### src/rtl/vga_timing_gen_if.sv
// Raster timing bundle from vga_timing_gen to the pixel pipeline and connector.
// VGA_TIMING_TEST_PATTERN_EN adds the colour-bar test pattern signals.
interface vga_timing_gen_if;
  logic [9:0] DrawX;
  logic [9:0] DrawY;
  logic       blank;
  logic       blank_dly;
  logic       hs;
  logic       vs;
  logic       frame_start;
  logic [7:0] frame_count;
`ifdef VGA_TIMING_TEST_PATTERN_EN
  logic [3:0] tp_red;
  logic [3:0] tp_green;
  logic [3:0] tp_blue;
`endif

  modport master (
    output DrawX, DrawY, blank, blank_dly,
    output hs, vs, frame_start, frame_count
`ifdef VGA_TIMING_TEST_PATTERN_EN
    , output tp_red, tp_green, tp_blue
`endif
  );

  modport slave (
    input DrawX, DrawY, blank, blank_dly,
    input hs, vs, frame_start, frame_count
`ifdef VGA_TIMING_TEST_PATTERN_EN
    , input tp_red, tp_green, tp_blue
`endif
  );
endinterface

### src/rtl/vga_timing_gen.sv
// 640x480@60 raster counters with delayed hs/vs/blank_dly.
// VGA_TIMING_TEST_PATTERN_EN adds a registered 8-bar colour pattern.
module vga_timing_gen #(
  parameter int H_VISIBLE  = 640,
  parameter int H_FRONT    = 16,
  parameter int H_SYNC     = 96,
  parameter int H_BACK     = 48,
  parameter int V_VISIBLE  = 480,
  parameter int V_FRONT    = 10,
  parameter int V_SYNC     = 2,
  parameter int V_BACK     = 33,
  parameter int SYNC_DELAY = 2
) (
  input  logic         vga_clk,
  input  logic         reset_n,
  vga_timing_gen_if.master vga
);

  localparam int H_TOTAL =
    H_VISIBLE + H_FRONT + H_SYNC + H_BACK;
  localparam int V_TOTAL =
    V_VISIBLE + V_FRONT + V_SYNC + V_BACK;

  localparam logic [9:0] H_MAX = 10'(H_TOTAL - 1);
  localparam logic [9:0] V_MAX = 10'(V_TOTAL - 1);
  localparam logic [9:0] H_VIS = 10'(H_VISIBLE);
  localparam logic [9:0] V_VIS = 10'(V_VISIBLE);
  localparam logic [9:0] HS_LO =
    10'(H_VISIBLE + H_FRONT);
  localparam logic [9:0] HS_HI =
    10'(H_VISIBLE + H_FRONT + H_SYNC - 1);
  localparam logic [9:0] VS_LO =
    10'(V_VISIBLE + V_FRONT);
  localparam logic [9:0] VS_HI =
    10'(V_VISIBLE + V_FRONT + V_SYNC - 1);

  logic [9:0] hc;
  logic [9:0] vc;
  logic [7:0] fc;
  logic       blank_raw;
  logic       hs_raw;
  logic       vs_raw;

  // Reset parks at the last pixel so the first edge lands on (0,0).
  always_ff @(posedge vga_clk or negedge reset_n) begin
    if (!reset_n) begin
      hc <= H_MAX;
      vc <= V_MAX;
      fc <= 8'hFF;
    end else if (hc == H_MAX) begin
      hc <= '0;
      if (vc == V_MAX) begin
        vc <= '0;
        fc <= fc + 8'd1;
      end else begin
        vc <= vc + 10'd1;
      end
    end else begin
      hc <= hc + 10'd1;
    end
  end

  always_comb begin
    blank_raw = (hc < H_VIS) && (vc < V_VIS);
    hs_raw    = !((hc >= HS_LO) && (hc <= HS_HI));
    vs_raw    = !((vc >= VS_LO) && (vc <= VS_HI));
  end

  assign vga.DrawX       = hc;
  assign vga.DrawY       = vc;
  assign vga.blank       = blank_raw;
  assign vga.frame_start = (hc == '0) && (vc == '0);
  assign vga.frame_count = fc;

  generate
    if (SYNC_DELAY == 0) begin : g_nodly
      assign vga.hs        = hs_raw;
      assign vga.vs        = vs_raw;
      assign vga.blank_dly = blank_raw;
    end else begin : g_dly
      logic [SYNC_DELAY-1:0] hs_sr;
      logic [SYNC_DELAY-1:0] vs_sr;
      logic [SYNC_DELAY-1:0] bl_sr;

      always_ff @(posedge vga_clk or negedge reset_n) begin
        if (!reset_n) begin
          hs_sr <= '1;
          vs_sr <= '1;
          bl_sr <= '0;
        end else begin
          hs_sr[0] <= hs_raw;
          vs_sr[0] <= vs_raw;
          bl_sr[0] <= blank_raw;
          for (int i = 1; i < SYNC_DELAY; i++) begin
            hs_sr[i] <= hs_sr[i-1];
            vs_sr[i] <= vs_sr[i-1];
            bl_sr[i] <= bl_sr[i-1];
          end
        end
      end

      assign vga.hs        = hs_sr[SYNC_DELAY-1];
      assign vga.vs        = vs_sr[SYNC_DELAY-1];
      assign vga.blank_dly = bl_sr[SYNC_DELAY-1];
    end
  endgenerate

`ifdef VGA_TIMING_TEST_PATTERN_EN
  logic [2:0] bar;
  assign bar = 3'(hc / 10'd80);

  always_ff @(posedge vga_clk or negedge reset_n) begin
    if (!reset_n) begin
      vga.tp_red   <= '0;
      vga.tp_green <= '0;
      vga.tp_blue  <= '0;
    end else if (blank_raw) begin
      vga.tp_red   <= {4{bar[2]}};
      vga.tp_green <= {4{bar[1]}};
      vga.tp_blue  <= {4{bar[0]}};
    end else begin
      vga.tp_red   <= '0;
      vga.tp_green <= '0;
      vga.tp_blue  <= '0;
    end
  end
`endif

endmodule
### src/flat_wrapper.sv
// flat-port wrapper written by rule: the top's interface ports become plain ports
module vga_timing_gen_flat 
#(
  parameter int H_VISIBLE  = 640,
  parameter int H_FRONT    = 16,
  parameter int H_SYNC     = 96,
  parameter int H_BACK     = 48,
  parameter int V_VISIBLE  = 480,
  parameter int V_FRONT    = 10,
  parameter int V_SYNC     = 2,
  parameter int V_BACK     = 33,
  parameter int SYNC_DELAY = 2
)
  (vga_clk, reset_n, vga_DrawX, vga_DrawY, vga_blank, vga_blank_dly, vga_hs, vga_vs, vga_frame_start, vga_frame_count);
  vga_timing_gen_if vga_i ();
  input  logic vga_clk;
  input  logic reset_n;
  output wire logic [$bits(vga_i.DrawX)-1:0] vga_DrawX;
  output wire logic [$bits(vga_i.DrawY)-1:0] vga_DrawY;
  output wire logic [$bits(vga_i.blank)-1:0] vga_blank;
  output wire logic [$bits(vga_i.blank_dly)-1:0] vga_blank_dly;
  output wire logic [$bits(vga_i.hs)-1:0] vga_hs;
  output wire logic [$bits(vga_i.vs)-1:0] vga_vs;
  output wire logic [$bits(vga_i.frame_start)-1:0] vga_frame_start;
  output wire logic [$bits(vga_i.frame_count)-1:0] vga_frame_count;
  assign vga_DrawX = vga_i.DrawX;
  assign vga_DrawY = vga_i.DrawY;
  assign vga_blank = vga_i.blank;
  assign vga_blank_dly = vga_i.blank_dly;
  assign vga_hs = vga_i.hs;
  assign vga_vs = vga_i.vs;
  assign vga_frame_start = vga_i.frame_start;
  assign vga_frame_count = vga_i.frame_count;
  vga_timing_gen #(.H_VISIBLE(H_VISIBLE), .H_FRONT(H_FRONT), .H_SYNC(H_SYNC), .H_BACK(H_BACK), .V_VISIBLE(V_VISIBLE), .V_FRONT(V_FRONT), .V_SYNC(V_SYNC), .V_BACK(V_BACK), .SYNC_DELAY(SYNC_DELAY)) u_core (.vga_clk(vga_clk), .reset_n(reset_n), .vga(vga_i));
endmodule
### config.mk
export PLATFORM = sky130hd
export DESIGN_NAME = vga_timing_gen_flat
export DESIGN_NICKNAME = d
export VERILOG_FILES = /design/src/rtl/vga_timing_gen_if.sv /design/src/rtl/vga_timing_gen.sv /design/src/flat_wrapper.sv
export SDC_FILE = /design/constraint.sdc
export NUM_CORES = 1
export LEC_CHECK = 0
export CORE_UTILIZATION = 46
export DETAILED_ROUTE_END_ITERATION = 10
export GPL_ROUTABILITY_DRIVEN = 0
export PLACE_DENSITY = 0.72
export SLEW_MARGIN = 40
export SYNTH_ARGS = -nofsm -noshare
export SYNTH_HDL_FRONTEND = slang
export SYNTH_SLANG_ARGS = --single-unit
### constraint.sdc
create_clock -name vga_clk -period 2.4 [get_ports vga_clk]
set_clock_uncertainty 0.15 [all_clocks]
set_input_delay 0.36 -clock vga_clk [delete_from_list [all_inputs] [get_ports vga_clk]]
set_output_delay 0.36 -clock vga_clk [all_outputs]
set_load 0.05 [all_outputs]
==> results of run 1 <==
[cell type report]
| class | instances | share of cell area |
|---|---|---|
| clock inverters | 2 | 0.0255 |
| multi-input cells | 105 | 0.353 |
| repair buffers | 45 | 0.190 |
| clock buffers | 6 | 0.0218 |
| well taps | 46 | 0.0244 |
| flip-flops and latches | 34 | 0.374 |
| inverters | 7 | 0.0112 |
[metrics by stage]
stage	worst slack, ns	cell area, um2	power (mW)	cells
after global placement	0.232	2140	0.598	232
after CTS	0.0230	2270	1.14	240
after floorplan	-0.247	1700	0.584	148
final	0.0244	2360	1.14	245
after detailed placement	0.122	2140	0.598	232
after global routing	-0.0390	2360	1.17	245
[power by group]
part,internal [mW],switching [mW],total (mW)
logic,0.00249,0.0105,0.0130
clock network,0.353,0.203,0.556
registers,0.575,0,0.575
total,0.930,0.213,1.14
[cells in the final DEF (no fill, tap or decap), drive strengths merged]
cell and instances:
nand2 4, nor3 5, dlymetal6s2s 2, o21ai 4, dfrtp 12, nand4 7, nor2b 3, nand4bb 1
clkbuf 6, o21a 2, ha 6, nor2 11, o221ai 1, o211ai 1, inv 7, o31ai 2
dfstp 22, and3 4, bufinv 2, and2 2, or4 1, nor4 10, xnor2 9, or3 2
mux2 1, nand3 14, nand2b 2, xor2 11, clkdlybuf4s50 30, nor4b 1, a22o 1, buf 13
[flip-flops by register name, summed over array words and instances, names as in the netlist]
name	flops
u_core.g_dly.vs_sr	2
u_core.vga.DrawX	10
u_core.g_dly.bl_sr	2
u_core.vga.DrawY	10
u_core.vga.frame_count	8
u_core.g_dly.hs_sr	2
[repair_timing]
item                                   in CTS  in global routing
setup endpoints to repair                   1                  5
pin swaps                                   1                  3
gates resized for setup                     3                 13
endpoints found under the hold margin       0                  0
setup buffers                               0                  5
[routing by layer]
layer / global-route usage / share of wire / up-vias
li1: - / - / 629
met1: 0.268 / 0.44 / 634
met2: 0.308 / 0.49 / 41
met3: 0.0547 / 0.054 / 8
met4: 0.0872 / 0.017 / 0
met5: 0 / 0 / -
[final timing paths]
path                                       start                        end  slack [ns]  depth (start not counted)
max                          u_core.vga.DrawY[2]               vga_DrawY[2]        0.02                          1
min                        u_core.g_dly.hs_sr[0]      u_core.g_dly.hs_sr[1]        0.22                          0
max reg2reg                  u_core.vga.DrawX[0]  u_core.vga.frame_count[5]        0.27                          5
min reg2reg                u_core.g_dly.hs_sr[0]      u_core.g_dly.hs_sr[1]        0.22                          0
max in group asynchronous                reset_n        u_core.vga.DrawX[3]        1.51                          2
min in group asynchronous                reset_n        u_core.vga.DrawY[8]        0.26                          2
[cell families (layout without fill, tap and decap cells)]
group                    Yosys count  in the layout  synth area share
AO/OA/AOI/OAI                     11             11            0.0446
buffers and inverters              9             60            0.0245
flip-flops                        34             34             0.522
XOR/XNOR                          20             20             0.104
multiplexers                       1              1           0.00669
adder cells (fa/ha/maj)            6              6            0.0446
AND/OR/NAND/NOR                   67             67             0.254
==> results.json, run 1 <==
{
  "netlist_area_um2": 1680,
  "multi_input_area_um2": 831,
  "die_h_um": 62.5,
  "wl_mm": 3.70,
  "clk_pin_slew_ns": 0.10,
  "register_area_um2": 882,
  "yosys.area.top_type": "dfstp_2",
  "wire_per_inst_um": 15.1,
  "synth-edff-count": 0,
  "outcome": "completed",
  "clockBufferDepth": 2,
  "drtPass1Iterations": 4,
  "n_fill_cell": 263,
  "slew-limit-headroom": 0.658,
  "cts_max_level": 2,
  "start_util": 0.493,
  "hold_path.class": "register to register",
  "period_share": 0.990,
  "synth.top_cell.area_share": 0.343,
  "drc": 0,
  "tightest_slew_ns": 0.512,
  "synthFlopType": "dfstp_2",
  "cap_violations": 0,
  "pin_count": 35,
  "antenna_cells": 0,
  "syn_avg_cell_area_um2": 11.4,
  "die-width_um": 62.5,
  "crit_path_max_fanout": 9,
  "grt_pass1_wl_mm": 6.04,
  "cts_tree": "yes",
  "num_vias": 1312,
  "timing.hold.ws_ns": 0.215,
  "crit_path_max_incr_delay_ns": 0.84,
  "antenna_found_initial": 0,
  "fin_crit_ns": 2.38,
  "insertion_delay_ns": 0.35,
  "crit_required_ns": 1.89,
  "clock-root-buffer": "clkbuf_4",
  "fin_tns_setup_ns": 0,
  "cp_num_buf_inv": 1,
  "synth.top_cells.by_count": "dfstp_2 (22), dfrtp_1 (12), nand3_1 (12)",
  "overflow": 0,
  "syn_inst": 148,
  "async_flop_share": 1.00,
  "hpwl_mm": 2.45,
  "synth_area_leaders": "dfstp_2 (34%), dfrtp_1 (18%), xor2_1 (5.7%)",
  "synth_seq_cells": 34,
  "synth_nets": 156,
  "setup_violations": 0,
  "cts_hold_buf": 0,
  "die_area_um2": 3910,
  "cellLeakagePower_nw": 0.985,
  "peakVddDrop_mv": 0.419,
  "ys.warnings.count": 0,
  "power_density_nw_per_um2": 485,
  "setup.worst_path.class": "register to primary output",
  "startpoint_type": "register",
  "grt_pass1_vias": 1255,
  "final_nets": 206,
  "crit_path_end_kind": "primary output",
  "crit_family": "buffers and inverters",
  "syn2layout_area_growth_pct": 39.9,
  "cts_buffers": 5,
  "ys_seq_area_frac": 0.522,
  "port_buffers": 34,
  "crit_path_cell_trace": "clkdlybuf4s50_1",
  "crit_arrival_ns": 1.87,
  "final_max_slew_viol_count": 0,
  "vias_per_cell": 5.36,
  "ys_types": 33,
  "grt_max_degree": 35,
  "drive_above_1_share": 0.317,
  "timing.fmax_mhz": 421,
  "core_um2": 3420,
  "rows": 21,
  "cpMaxStageDelayCell": "clkdlybuf4s50_1",
  "hold_violations": 0,
  "cts_sinks": 34,
  "grtUsageTotal": 0.202,
  "initialDrtViolationCount": 53,
  "final_core_util": 0.690,
  "yosysMostFrequentCell": "dfstp_2",
  "postRouteAntennaNets": 0
}
Power figures use the tool's default switching activity.
==> inputs of run 2 (changes only) <==
Settings changed: ABC_AREA from default to 0, CAP_MARGIN from default to 10.
==> results of run 2 <==
The final DEF is identical to that of run 1; final timing and power are the same.
==> inputs of run 3 (changes only) <==
Settings changed: CORE_UTILIZATION 46 to 23, PLACE_DENSITY 0.72 to 0.41, SLEW_MARGIN 40 to 5.
==> run 3 against run 2 <==
Combinational power about the same. Power shrank 3.1%. Cell count is 19% higher. Critical path depth did not move. Highest routed layer unchanged. Critical path type unchanged.
==> results.json, run 3 (synthesized netlist as in run 1, its figures left out) <==
{
  "crit_path_max_incr_delay_ns": 0.84,
  "num_vias": 1285,
  "grt_pass1_wl_mm": 6.71,
  "final_nets": 203,
  "overflow": 0,
  "outcome": "completed",
  "syn2layout_area_growth_pct": 38.9,
  "cts_setup_buffers": 0,
  "drc": 0,
  "crit_path_max_fanout": 7,
  "rows": 30,
  "die_h_um": 87.6,
  "setup_violations": 0,
  "drtPass1Iterations": 4,
  "power_density_nw_per_um2": 474,
  "clk_pin_slew_ns": 0.08,
  "start_util": 0.243,
  "timing.hold.ws_ns": 0.201,
  "insertion_delay_ns": 0.29,
  "final_max_slew_viol_count": 0,
  "crit_arrival_ns": 1.77,
  "cap_violations": 0,
  "grt_setup_unrepaired": "false",
  "cts_tree": "yes",
  "clock-root-buffer": "clkbuf_8",
  "cts_sinks": 34,
  "peakVddDrop_mv": 0.165,
  "n_fill_cell": 706,
  "core_um2": 6940,
  "hpwl_mm": 2.86,
  "crit_required_ns": 1.89,
  "die-width_um": 87.6,
  "antenna_cells": 0,
  "cp_num_buf_inv": 1,
  "vias_per_cell": 4.40,
  "initialDrtViolationCount": 48,
  "antenna_found_initial": 0,
  "port_buffers": 34,
  "hold_violations": 0,
  "period_share": 0.950,
  "die_area_um2": 7670,
  "grt_pass1_vias": 1317,
  "final_common_cell": "clkdlybuf4s50_1",
  "postRouteAntennaNets": 0,
  "tightest_slew_ns": 0.519,
  "grt_max_degree": 35,
  "cpMaxStageDelayCell": "clkdlybuf4s50_1",
  "final_core_util": 0.337,
  "clockBufferDepth": 2,
  "crit_path_cell_trace": "clkdlybuf4s50_1",
  "wire_per_inst_um": 13.6,
  "cellLeakagePower_nw": 0.912,
  "wl_mm": 3.97,
  "cts_buffers": 5,
  "grtUsageTotal": 0.116,
  "hold_path.class": "register to register",
  "slew-limit-headroom": 0.653,
  "fin_crit_ns": 2.28,
  "pin_count": 35,
  "setup.worst_path.class": "register to primary output",
  "drive_above_1_share": 0.265,
  "crit_family": "buffers and inverters",
  "fin_total_pwr_mw": 1.11,
  "crit_path_end_kind": "primary output",
  "fin_tns_setup_ns": 0,
  "cts_max_level": 2,
  "startpoint_type": "register",
  "timing.fmax_mhz": 439,
  "final_cell_mix": "clkdlybuf4s50_1 (32), dfstp_2 (22), nand3_1 (12), xor2_1 (11), dfrtp_1 (11)"
}
-- run 3: routing by layer --
metal,global-route usage,vias to the layer above,wire [um]
met3,0.0302,4,222
met5,0,-,0
li1,-,619,-
met2,0.184,42,1860
met1,0.151,620,1840
met4,0.0462,0,47
-- run 3: path summary, 6_finish.rpt --
kind	start	end	slack, ns	depth (start not counted)
min in group asynchronous	reset_n	u_core.g_dly.bl_sr[1]	0.34	2
max in group asynchronous	reset_n	u_core.vga.DrawX[1]	1.42	2
setup / recovery	u_core.vga.DrawX[9]	vga_DrawX[9]	0.12	1
hold reg to reg	u_core.g_dly.bl_sr[0]	u_core.g_dly.bl_sr[1]	0.20	0
setup reg to reg	u_core.vga.DrawX[0]	u_core.vga.frame_count[6]	0.19	5
hold / removal	u_core.g_dly.bl_sr[0]	u_core.g_dly.bl_sr[1]	0.20	0
-- run 3: cell type report --
type / count / area [um2] / share of cell area
inverters: 7 / 26.3 / 0.0112
multi-input cells: 105 / 785 / 0.335
flip-flops and latches: 34 / 880 / 0.376
repair buffers: 42 / 420 / 0.180
well taps: 96 / 120 / 0.0513
clock buffers: 5 / 68.8 / 0.0294
clock inverters: 3 / 40.0 / 0.0171
-- run 3: what timing repair did --
action                     in CTS  in global routing
pin swaps                       0                  1
setup endpoints to repair       1                  1
hold buffers                    0                  0
resized for setup               1                  2
-- run 3: stage by stage --
| stage | setup slack, ns | area (um2) | std cells |
|---|---|---|---|
| 2_1_floorplan | -0.247 | 1700 | 148 |
| 3_3_place_gp | 0.258 | 2220 | 284 |
| 3_5_place_dp | 0.204 | 2220 | 284 |
| 4_1_cts | 0.0128 | 2340 | 292 |
| 5_1_grt | 0.00526 | 2340 | 292 |
| 6_report | 0.120 | 2340 | 292 |
-- run 3: power breakdown --
part	internal [mW]	switching [mW]	total [mW]
Clock	0.306	0.214	0.520
Sequential	0.575	0	0.575
Combinational	0.00249	0.0108	0.0133
==> patch (config.mk and constraints of run 1) <==
`SYNC_DELAY` is set to 2 in 2 places; all go to 1.
--- a/src/rtl/vga_timing_gen.sv
+++ b/src/rtl/vga_timing_gen.sv
@@ -11,3 +11,3 @@
   parameter int V_BACK     = 33,
-  parameter int SYNC_DELAY = 2
+  parameter int SYNC_DELAY = 1
 ) (
--- a/src/flat_wrapper.sv
+++ b/src/flat_wrapper.sv
@@ -11,3 +11,3 @@
   parameter int V_BACK     = 33,
-  parameter int SYNC_DELAY = 2
+  parameter int SYNC_DELAY = 1
 )
Formal check against the unedited RTL: not equivalent (a bounded check fails within 4 cycles, from zero or initial values and one cycle with reset_n low).
==> patch against run 1 <==
- the run now ends with setup timing left
- total power decreased by 27%
- die area fell by 4.3%
- routed wire length down 5.5%
- sequential cell count down 3
- sequential share of layout area up 0.18 points
- area after synthesis decreased by 4.5%
- worst setup slack got worse by 0.076 ns
- final area is 9.7% lower
- largest power group unchanged
==> patch: results (changes against run 1) <==
status:
  status: "finished with violations"  # was completed
  violations: "setup timing"
cells_and_area:
  final_util: 0.6378  # was 0.6897
  fillers: 286  # was 263
  clkCellAreaFrac: 0.02469  # was 0.04726
  instances_no_fill: 235  # was 245
  num-clock-buffers: 5  # was 6
  multi_input_area_share: 0.3627  # was 0.3526
  design_area_um2: 2128  # was 2356 um^2
  nonClkBufAreaFrac: 0.1987  # was 0.1901
  regArea_um2: 800.8  # was 882.1 um^2
  fin_nets: 196  # was 206
timing:
  final-setup-viol-count: 1  # was 0
  setup_ws_ns: -0.05125  # was 0.02442 ns
  tightest_slew_ns: 0.4978  # was 0.5118 ns
  whs_ns: 0.2617  # was 0.2155 ns
  fin_tns_setup_ns: -0.05125  # was 0 ns
worst_setup_path:
  ff2ff_setup_slack_ns: 0.10  # was 0.27 ns
  cp_max_fo: 3  # was 9
  slowest_delay_ns: 0.49  # was 0.84 ns
  rr_worst_depth: 8  # was 5
  path_delay_family: "simple AND/OR/NAND/NOR gates"  # was buffers and inverters
  slowest_stage: "or4b_4"  # was clkdlybuf4s50_1
logic_synthesis:
  syn_nets: 149  # was 156
  syn_avg_cell_area_um2: 11.41  # was 11.38 um^2
  synthTopCellsByArea: "dfstp_2 33%, dfrtp_1 17%, xnor2_1 7.1%"  # was dfstp_2 34%, dfrtp_1 18%, xor2_1 5.7%
  synthAdderAreaFrac: 0.04666  # was 0.04458
  synth_compound_area_frac: 0.06376  # was 0.04458
  synthMuxAreaShare: 0.02333  # was 0.006686
power:
  p_comb_uw: 12.3  # was 13.0 uW
  irDropWorstVdd_v: 0.0003229  # was 0.0004194 V
  power.share.combinational: 0.015  # was 0.011
placement:
  dp_slack_ns: 0.1523  # was 0.1216 ns
  place_inst: 226  # was 232
  placed_cell_area_um2: 2056  # was 2143 um^2
  hpwl_mm: 2.485  # was 2.448 mm
drt:
  vias: 1306  # was 1312
  wl_mm: 3.498  # was 3.703 mm
global_route:
  grt_pass1_wl_mm: 5.630  # was 6.037 mm
  grt_pass1_vias: 1209  # was 1255
  grt_max_degree: 32  # was 35
  groute.usage.overall: 0.2112  # was 0.2017
hold_path:
  hp-class: "in -> async"  # was reg -> reg
## patch: changes by cell type after synthesis, sizes merged, moves of 3 or more
cell / change
nor4: -5
nor2: -3
o21ai: -3
xor2: -7
nand3: -7
and4: +3
xnor2: +4
a21oi: +4
nand4: +6
## patch: worst paths after layout
path                                                   to                      start
worst max-delay path                      vga_frame_start        u_core.vga.DrawY[0]
worst min-delay path                  u_core.vga.DrawX[6]                    reset_n
worst max register to register  u_core.vga.frame_count[7]        u_core.vga.DrawY[0]
worst min register to register  u_core.vga.frame_count[5]  u_core.vga.frame_count[5]
max in group asynchronous       u_core.vga.frame_count[4]                    reset_n
min in group vga_clk            u_core.vga.frame_count[5]  u_core.vga.frame_count[5]
## patch: routing by layer
metal,wire length [um],track usage,vias to the layer above
li1,-,-,617
met1,1551,0.2695,652
met2,1728,0.3416,32
met3,169,0.05882,5
met4,48,0.08117,0
met5,0,0,-
